**src/rtl/crc_frame_engine.sv**
```systemverilog
// Keyed CRC frame engine: generate mode buffers a frame and appends its CRC; check mode tests the residue.
// Latency: first output word 1 cycle after the last input accept; chk_done 1 cycle after the last accept.
// Backpressure: in_ready drops only at the buffer limit; output word/flags hold while out_ready is low.
module crc_frame_engine #(
  parameter int               DATA_W = 8,
  parameter int               CRC_W  = 8,
  parameter logic [CRC_W-1:0] POLY   = 8'h07,
  parameter int               KEY_W  = 16,
  parameter int               DEPTH  = 16
) (
  input  logic              clk,
  input  logic              reset,
  input  logic [KEY_W-1:0]  key,
  input  logic              mode_chk,
  input  logic [DATA_W-1:0] in_data,
  input  logic              in_valid,
  input  logic              in_last,
  output logic              in_ready,
  output logic [DATA_W-1:0] out_data,
  output logic              out_valid,
  output logic              out_last,
  output logic              out_is_crc,
  input  logic              out_ready,
  output logic              chk_done,
  output logic              chk_ok,
  output logic              ovf_err,
  output logic              busy
);

  localparam int NCHUNK = CRC_W / DATA_W;
  localparam int AW     = (DEPTH > 1) ? $clog2(DEPTH) : 1;
  localparam int CW     = $clog2(DEPTH + NCHUNK + 1);
  localparam int KW     = (NCHUNK > 1) ? $clog2(NCHUNK) : 1;
  // Check frames carry the trailing CRC words on top of the payload limit.
  localparam logic [CW-1:0] GEN_LIM = CW'(DEPTH);
  localparam logic [CW-1:0] CHK_LIM = CW'(DEPTH + NCHUNK);

  typedef enum logic [2:0] {
    S_IDLE,
    S_LOAD,
    S_DRAIN,
    S_SEND_DATA,
    S_SEND_CRC,
    S_CHECK
  } state_t;

  state_t             state_q, state_d;
  logic               mode_q, mode_d;
  logic [CRC_W-1:0]   crc_q, crc_d;
  logic [CW-1:0]      cnt_q, cnt_d;
  logic [AW-1:0]      wr_q, wr_d;
  logic [AW-1:0]      rd_q, rd_d;
  logic [KW-1:0]      chunk_q, chunk_d;
  logic               chk_ok_q, chk_ok_d;
  logic               ovf_q, ovf_d;

  logic [DATA_W-1:0]  buf_q [DEPTH];
  logic               buf_we;
  logic [AW-1:0]      buf_wa;

  logic [CRC_W-1:0]   seed;
  logic [CRC_W-1:0]   crc_base;
  logic [CRC_W-1:0]   crc_next;
  logic [CRC_W-1:0]   crc_sh;
  logic [CW-1:0]      lim;
  logic               last_chunk;

  // MSB-first, non-reflected fold of one word into the running CRC.
  function automatic logic [CRC_W-1:0] crc_update(input logic [CRC_W-1:0] c_in,
                                                  input logic [DATA_W-1:0] d);
    logic [CRC_W-1:0] c;
    logic             fb;
    c = c_in;
    for (int i = DATA_W - 1; i >= 0; i--) begin
      fb = c[CRC_W-1] ^ d[i];
      c  = c << 1;
      if (fb) c = c ^ POLY;
    end
    return c;
  endfunction

  assign seed       = key[CRC_W-1:0] ^ key[KEY_W-1 -: CRC_W];
  // The first word of a frame starts from the key-derived seed, later words from the running CRC.
  assign crc_base   = (state_q == S_IDLE) ? seed : crc_q;
  assign crc_next   = crc_update(crc_base, in_data);
  // Shift the chunk being sent up to the top so the MS chunk goes first.
  assign crc_sh     = crc_q << (int'(chunk_q) * DATA_W);
  assign last_chunk = (chunk_q == KW'(NCHUNK - 1));
  assign lim        = mode_q ? CHK_LIM : GEN_LIM;
  assign chk_ok     = chk_ok_q;
  assign ovf_err    = ovf_q;
  assign busy       = (state_q != S_IDLE);

  // Next-state, datapath updates and handshake outputs.
  always_comb begin
    state_d    = state_q;
    mode_d     = mode_q;
    crc_d      = crc_q;
    cnt_d      = cnt_q;
    wr_d       = wr_q;
    rd_d       = rd_q;
    chunk_d    = chunk_q;
    chk_ok_d   = chk_ok_q;
    ovf_d      = 1'b0;
    buf_we     = 1'b0;
    buf_wa     = wr_q;
    in_ready   = 1'b0;
    out_valid  = 1'b0;
    out_last   = 1'b0;
    out_is_crc = 1'b0;
    out_data   = '0;
    chk_done   = 1'b0;

    case (state_q)
      S_IDLE: begin
        in_ready = 1'b1;
        if (in_valid) begin
          mode_d  = mode_chk;
          crc_d   = crc_next;
          cnt_d   = CW'(1);
          wr_d    = AW'(1);
          rd_d    = '0;
          chunk_d = '0;
          if (!mode_chk) begin
            buf_we = 1'b1;
            buf_wa = '0;
          end
          if (in_last) begin
            if (mode_chk) begin
              chk_ok_d = (crc_next == '0);
              state_d  = S_CHECK;
            end else begin
              state_d  = S_SEND_DATA;
            end
          end else begin
            state_d = S_LOAD;
          end
        end
      end

      S_LOAD: begin
        in_ready = (cnt_q < lim);
        if (in_valid && in_ready) begin
          crc_d = crc_next;
          cnt_d = cnt_q + CW'(1);
          if (!mode_q) begin
            buf_we = 1'b1;
            wr_d   = wr_q + AW'(1);
          end
          if (in_last) begin
            if (mode_q) begin
              chk_ok_d = (crc_next == '0);
              state_d  = S_CHECK;
            end else begin
              state_d  = S_SEND_DATA;
            end
          end else if ((cnt_q + CW'(1)) == lim) begin
            // Frame too long: flush everything and swallow the rest of it.
            ovf_d   = 1'b1;
            cnt_d   = '0;
            wr_d    = '0;
            rd_d    = '0;
            state_d = S_DRAIN;
          end
        end
      end

      S_DRAIN: begin
        in_ready = 1'b1;
        if (in_valid && in_last) state_d = S_IDLE;
      end

      S_SEND_DATA: begin
        out_valid = 1'b1;
        out_data  = buf_q[rd_q];
        if (out_ready) begin
          rd_d  = rd_q + AW'(1);
          cnt_d = cnt_q - CW'(1);
          if (cnt_q == CW'(1)) begin
            chunk_d = '0;
            state_d = S_SEND_CRC;
          end
        end
      end

      S_SEND_CRC: begin
        out_valid  = 1'b1;
        out_is_crc = 1'b1;
        out_data   = crc_sh[CRC_W-1 -: DATA_W];
        out_last   = last_chunk;
        if (out_ready) begin
          if (last_chunk) state_d = S_IDLE;
          else            chunk_d = chunk_q + KW'(1);
        end
      end

      S_CHECK: begin
        chk_done = 1'b1;
        state_d  = S_IDLE;
      end

      default: state_d = S_IDLE;
    endcase
  end

  // Control and CRC state registers.
  always_ff @(posedge clk) begin
    if (reset) begin
      state_q  <= S_IDLE;
      mode_q   <= 1'b0;
      crc_q    <= '0;
      cnt_q    <= '0;
      wr_q     <= '0;
      rd_q     <= '0;
      chunk_q  <= '0;
      chk_ok_q <= 1'b0;
      ovf_q    <= 1'b0;
    end else begin
      state_q  <= state_d;
      mode_q   <= mode_d;
      crc_q    <= crc_d;
      cnt_q    <= cnt_d;
      wr_q     <= wr_d;
      rd_q     <= rd_d;
      chunk_q  <= chunk_d;
      chk_ok_q <= chk_ok_d;
      ovf_q    <= ovf_d;
    end
  end

  // Payload buffer; contents need no reset since the pointers gate every read.
  always_ff @(posedge clk) begin
    if (buf_we && !reset) buf_q[buf_wa] <= in_data;
  end

endmodule

```
**config.mk**
```make
export PLATFORM = sky130hd
export DESIGN_NAME = crc_frame_engine
export DESIGN_NICKNAME = d
export VERILOG_FILES = /design/src/rtl/crc_frame_engine.sv
export SDC_FILE = /design/constraint.sdc
export NUM_CORES = 1
export LEC_CHECK = 0
export CORE_UTILIZATION = 50
export DETAILED_ROUTE_END_ITERATION = 6
export GPL_TIMING_DRIVEN = 1
export PLACE_DENSITY = 0.74
export SETUP_SLACK_MARGIN = 0.1
export SYNTH_ARGS = -nofsm -noshare
export SYNTH_HDL_FRONTEND = slang
export SYNTH_SLANG_ARGS = --single-unit
```
**constraint.sdc**
```tcl
create_clock -name clk -period 5.6 [get_ports clk]
set_input_delay 1.12 -clock clk [delete_from_list [all_inputs] [get_ports clk]]
set_output_delay 1.12 -clock clk [all_outputs]
set_load 0.01 [all_outputs]
```
==> results of run 1 <==
through the flow:
| step | utilization | instances | power [W] | cell area [um^2] | hold slack (ns) |
|---|---|---|---|---|---|
| floorplan | - | 464 | 0.00200 | 7060 | 0.486 |
| global placement | 0.553 | 664 | 0.00217 | 7650 | 0.493 |
| detailed placement | 0.553 | 664 | 0.00218 | 7650 | 0.505 |
| CTS | 0.599 | 696 | 0.00342 | 8280 | 0.519 |
| global route | 0.599 | 696 | 0.00355 | 8280 | 0.556 |
| finish | 0.599 | 696 | 0.00342 | 8280 | 0.516 |
cell usage after synthesis, types with 3 or more instances:
cell type and number:
a22o_1 8, xnor2_1 11, o21ai_0 6, edfxtp_1 128, a21oi_1 18, or3_1 3, buf_2 8, or2_2 3
nor2b_1 3, nand3b_1 3, nor3_1 7, inv_1 8, nand3_1 12, nand2_1 10, ha_1 6, clkbuf_1 17
mux2i_1 13, mux4_2 40, nand2b_1 5, nor2_1 47, dfxtp_1 31, xor2_1 21, a311oi_1 3, a211oi_1 10
kinds of logic after synthesis:
logic type / Yosys count / share of synthesized area
DFF: 159 / 0.632
adders and majority gates: 6 / 0.0106
and+or+nand+nor: 108 / 0.0760
muxes: 53 / 0.146
AOI/OAI and AO/OA: 66 / 0.0675
buffers and inverters: 38 / 0.0237
xor gates and xnor gates: 34 / 0.0443
layer usage:
| metal | up-vias | routed length (um) | track usage |
|---|---|---|---|
| li1 | 1895 | - | - |
| met3 | 22 | 1030 | 0.0606 |
| met2 | 176 | 7580 | 0.359 |
| met4 | 0 | 269 | 0.0710 |
| met1 | 2131 | 6520 | 0.306 |
| met5 | - | 0 | 0 |
worst min-delay path, cell delays in order, from the launching register on:
cell and delay [ns]:
dfxtp_1 0.30, o21ai_1 0.09, a21oi_1 0.07
state kept, by name, summed over array words and instances, names as in the netlist, named ones only:
register  flops
state_q       3
rd_q          4
cnt_q         5
ovf_err       1
wr_q          4
chk_ok        1
buf_q       128
crc_q         8
mode_q        1
worst max path at each step:
stage | start | to | slack, ns | cells after the start
3_5_place_dp | flip-flop | out_data[5] | 1.52 | 5
6_report | flip-flop | out_data[5] | 1.13 | 5
4_1_cts | flip-flop | out_data[5] | 1.05 | 5
2_1_floorplan | flip-flop | out_data[0] | 2.45 | 5
5_1_grt | flip-flop | out_data[3] | 0.95 | 5
3_3_place_gp | flip-flop | out_data[5] | 1.55 | 5
layout make-up:
type	count	area, um^2
multi-input cells	267	2440
repair buffers	50	488
clock inverters	14	203
flip-flops and latches	159	4470
fillers	978	5550
well taps	180	225
clock buffers	18	429
inverters	8	30.0
where the power goes:
part	total (W)	internal, W	switching (W)
clock	0.00125	0.000757	0.000491
sequential	0.00142	0.00133	0.0000861
combinational	0.000749	0.000349	0.000399
total	0.00342	0.00244	0.000977
==> impl_results.md, run 1 <==
* Setup violations, final at 0
* Worst-Margin Slew at 1.11 ns
* Area delta synth->final at 17.2%
* Hold path endpoint: rd_q[3]
* Synth Flop Type: edfxtp_1
* Period minus WS final at 4.47 ns
* Fmax achieved at 0.224 GHz
* Drt total wl at 15400 um
* Slowest stage delay, CP at 0.71 ns
* Post-CTS setup buffers at 0
* Initial antenna violation count at 0
* R2r setup slk at 2.14 ns
* Drc violations at 0
* Num CTS Buffers at 17
* R2R cell count at 7
* PD cells at 413 nW/um^2
* Unrepaired setup endpoints after global routing: false
* Mapped cell area at 7060 um^2
* Crit path max fanout at 17
* Seq/Total Area, Yosys at 0.632
* Via density at 6.07
* Pins Over Slew Limit at 0
* Critical path endpoint category: primary output
* Clk pin slew, worst setup/hold paths at 0.06 ns
* Min-delay src: rd_q[3]
* Warnings from Yosys at 0
* Min-Delay Path Class: reg2reg
* FF-to-FF End: buf_q[12][1]
* TritonCTS clock tree: yes
* Final Hold Vio Count at 0
* Worst setup SP type: flip-flop
* Synth top area share at 0.544
* Final period util at 0.799
* Critical path's slowest cell: dfxtp_2
* Hold Path Depth at 2
* Final TNS setup at 0 ns
* Crit path kind: reg2out
* Max VDD drop at 0.275 mV
* Worst Path Buf+Inv at 2
* First-pass GRT wire length at 23700 um
* Routed wire per std cell at 22.1 um
* Detailed router's first-iteration violation count at 395
* Number of routed nets with antenna violations at 0
* DP HPWL at 10100 um
* Reg-to-Reg Start: mode_q
* Vias in the first global route at 4110
* All-Layer GR Usage at 0.227
* Die area at 14600 um^2
* Max_slew headroom at 0.259
* Critical path arrival at 3.35 ns
* Total Nets Final at 539
* Ratio of cells with drive above 1 in the final layout at 0.167
* Clk sink count at 159
* Syn nets at 500
* Core Footprint at 13800 um^2
* Yosys reg bits at 159
* Die width at 121 um
* Mapped Cells at 464
* Clock Path Buffers at 2
* Resized Gates After CTS at 0
* Most frequent cells in the layout: edfxtp_1 (128), nor2_1 (47), clkdlybuf4s50_1 (45)
* Clk Latency, worst-skew pair at 0.43 ns
* Largest net degree at the start of global routing at 35
* Skew final at 0.00802 ns
* Placer Congestion at 0.853
* Row count at 43
* Cell mode on critical path: mux4_2
* Ports at 46
* Kind of cell adding the most delay to the critical path: multiplexers
* CP required at 4.48 ns
* Commonest non-fill, non-tap cell in the layout: edfxtp_1
* ANT cells at 0
* Largest area contributor in the netlist: edfxtp_1
* Leakage at 2.70 nW
* Synth top area cells: edfxtp_1 (54%), mux4_2 (13%), dfxtp_1 (8.8%), xor2_1 (2.6%), nor2_1 (2.5%)
* GR Overflow Total at 0
* Async S/R FF share, synth at 0
* Max Cap Viol at 0
* Count of input and output buffers at 45
* Starting Density at 0.511
* Drt pass-1 iters at 5
* Setup ws final at 1.13 ns
* Die height at 121 um
* Via count at 4224
* Post-synth EDFFs at 128
* Critical-path cell list: buf_4, mux4_2, mux4_2, a22o_1, clkdlybuf4s50_1
* Htree depth at 4
* Hold_buf cts at 0
* Setup WS pre-CTS at 1.52 ns
* Synth unique cells at 55
* Synth Area per Inst at 15.2 um^2
* CTS root buf: clkbuf_16
* Outcome: complete, no violations
Power figures use the tool's default switching activity.
==> run 2, diff against run 1 <==
--- a/config.mk
+++ b/config.mk
@@ -8,7 +8,7 @@
 export CORE_UTILIZATION = 50
 export DETAILED_ROUTE_END_ITERATION = 6
 export GPL_TIMING_DRIVEN = 1
-export PLACE_DENSITY = 0.74
+export PLACE_DENSITY = 0.77
 export SETUP_SLACK_MARGIN = 0.1
 export SYNTH_ARGS = -nofsm -noshare
 export SYNTH_HDL_FRONTEND = slang
==> constraint.sdc (replaced) <==
create_clock -name clk -period 3.68 [get_ports clk]
set_input_delay 0.736 -clock clk [delete_from_list [all_inputs] [get_ports clk]]
set_output_delay 0.736 -clock clk [all_outputs]
set_load 0.01 [all_outputs]
==> run 2 against run 1 <==
Against the previous run:
- die area unchanged
- sequential share of layout area fell by 1.6 points
- global-route usage up 1.7 points
- register-to-register slack worse by 1.4 ns
- combinational power is 58% higher
- non-clock buffer count up 24
- core utilization rose by 1.8 points
- critical path type unchanged
==> impl_results.md, run 2 (synthesized netlist as in run 1, its figures left out) <==
* Unrepaired setup endpoints after global routing: true
* Register area at 4470 um^2
* Int Power at 0.00374 W
* Commonest non-fill, non-tap cell in the layout: edfxtp_1
* Final TNS setup at 0 ns
* Clock Path Buffers at 2
* Most frequent cells in the layout: edfxtp_1 (128), nor2_1 (47), clkdlybuf4s50_1 (45)
* Fmax achieved at 0.283 GHz
* Switching Fraction at 0.291
* PD cells at 618 nW/um^2
* Drc violations at 0
* Area delta synth->final at 20.8%
* Biggest register: buf_q
* Min-Delay Path Class: reg2reg
* Crit path max fanout at 32
* Critical path's slowest cell: mux4_2
* Row count at 43
* Clk pwr share at 0.367
* Final period util at 0.961
* Switch Pwr at 0.00153 W
* WP depth at 5
* Worst Path Buf+Inv at 2
* Starting Density at 0.511
* Drt pass-1 iters at 5
* Critical-path cell list: buf_4, mux4_2, mux4_2, a22o_1, clkdlybuf4s50_1
* Layout fillers at 974
* Combinational share of power at 0.224
* Critical path endpoint category: primary output
* Worst-Margin Slew at 0.726 ns
* Routed wire per std cell at 24.0 um
* Setup WS pre-CTS at 0.570 ns
* Final Hold Vio Count at 0
* Initial antenna violation count at 0
* Num CTS Buffers at 17
* DP HPWL at 10200 um
* Via count at 4447
* Kind of cell adding the most delay to the critical path: multiplexers
* Drt total wl at 17300 um
* Post-CTS setup buffers at 0
* ANT cells at 0
* Die height at 121 um
* All-Layer GR Usage at 0.244
* Skew final at 0.00986 ns
* Worst Setup EP: out_data[4]
* Placer Congestion at 0.834
* Total Nets Final at 563
* Detailed router's first-iteration violation count at 494
* Max FFs per register at 128
* Sequential fraction of design power at 0.409
* R2R cell count at 8
* Number of routed nets with antenna violations at 0
* Pins Over Slew Limit at 0
* CP required at 2.94 ns
* Biggest regs: buf_q x128, crc_q x8, cnt_q x5
* Setup ws final at 0.144 ns
* Crit path kind: reg2out
* CTS root buf: clkbuf_16
* Max VDD drop at 0.386 mV
* Ports at 46
* Leakage at 2.84 nW
* Hold_buf cts at 0
* Worst setup SP type: flip-flop
* Max Cap Viol at 0
* Via density at 6.18
* Clk pin slew, worst setup/hold paths at 0.06 ns
* Reg-to-Reg Start: mode_q
* Setup violations, final at 0
* Largest net degree at the start of global routing at 34
* Outcome: complete, no violations
* Die area at 14600 um^2
* TritonCTS clock tree: yes
* Multi-input gate area in the final layout at 2440 um^2
* Die width at 121 um
* Count of input and output buffers at 45
* R2r setup slk at 0.72 ns
* Period minus WS final at 3.54 ns
* Slowest stage delay, CP at 0.51 ns
* GR Overflow Total at 0
* Critical path arrival at 2.80 ns
* First-pass GRT wire length at 25000 um
* Clk Latency, worst-skew pair at 0.44 ns
* Clk sink count at 159
* Ratio of cells with drive above 1 in the final layout at 0.207
* Vias in the first global route at 4346
* Core Footprint at 13800 um^2
* Max_slew headroom at 0.516
* Htree depth at 4
* FF-to-FF End: buf_q[15][4]
* Cell mode on critical path: mux4_2
-- run 2: cell types whose count changed in the layout (fill, tap and decap cells not counted), moves of 2 or more --
cell	before	now
clkinvlp_4	0	2
clkbuf_16	17	19
inv_6	4	2
buf_4	5	25
-- run 2: worst min path at each step --
stage	to	start	cells past startpoint
2_1_floorplan	flip-flop	rd_q[3]	2
3_3_place_gp	chk_ok	chk_ok	2
3_5_place_dp	chk_ok	chk_ok	2
4_1_cts	chk_ok	chk_ok	2
5_1_grt	chk_ok	chk_ok	2
6_report	chk_ok	chk_ok	2
-- run 2: worst reg2reg max path, stage by stage, from the launching register on --
cell     delay [ns]
dfxtp_1        0.56
ha_1           0.21
or4b_4         0.49
a21oi_1        0.38
nand2_1        0.13
nor3_1         0.24
nand3_1        0.22
nor2_1         0.19
buf_4          0.23
-- run 2: layout make-up --
class | instances | share of cell area
clock buffer | 17 | 0.0498
clock inverter | 15 | 0.0267
inverter | 8 | 0.00352
multi-input combinational | 267 | 0.286
sequential | 159 | 0.524
tap | 180 | 0.0264
timing repair buffer | 74 | 0.0843
-- run 2: per-stage QoR --
stage | total power (W) | utilization | instance area (um^2) | std cells | hold WS (ns)
global placement | 0.00332 | 0.565 | 7820 | 685 | 0.487
floorplan | 0.00304 | - | 7060 | 464 | 0.486
detailed placement | 0.00335 | 0.565 | 7820 | 685 | 0.487
CTS | 0.00527 | 0.613 | 8470 | 717 | 0.504
finish | 0.00528 | 0.617 | 8530 | 720 | 0.506
global route | 0.00547 | 0.617 | 8530 | 720 | 0.542
-- run 2: per-layer routing --
layer / vias to the layer above / track usage / part of all wire
li1: 1932 / - / -
met1: 2212 / 0.313 / 0.39
met2: 253 / 0.383 / 0.49
met3: 50 / 0.0695 / 0.096
met4: 0 / 0.114 / 0.028
met5: - / 0 / 0
-- run 2: timing repair --
item | CTS | global route
gates cloned | 0 | 3
endpoints found under the setup margin | 1 | 7
gates resized for setup | 0 | 1
-- run 2: power groups by stage --
| stage | registers (W) | clock network [W] | logic [W] |
|---|---|---|---|
| 6_report | 0.00216 | 0.00194 | 0.00118 |
| 3_3_place_gp | 0.00219 | 0 | 0.00113 |
| 4_1_cts | 0.00215 | 0.00195 | 0.00117 |
| 5_1_grt | 0.00217 | 0.00202 | 0.00128 |
| 2_1_floorplan | 0.00211 | 0 | 0.000926 |
| 3_5_place_dp | 0.00219 | 0 | 0.00116 |
==> run 3, diff against run 2 <==
--- a/config.mk
+++ b/config.mk
@@ -6,6 +6,7 @@
 export NUM_CORES = 1
 export LEC_CHECK = 0
 export CORE_UTILIZATION = 50
+export CTS_CLUSTER_SIZE = 16
 export DETAILED_ROUTE_END_ITERATION = 6
 export GPL_TIMING_DRIVEN = 1
 export PLACE_DENSITY = 0.77
==> results of run 3 <==
The final DEF is identical to that of run 2; final timing and power are the same.
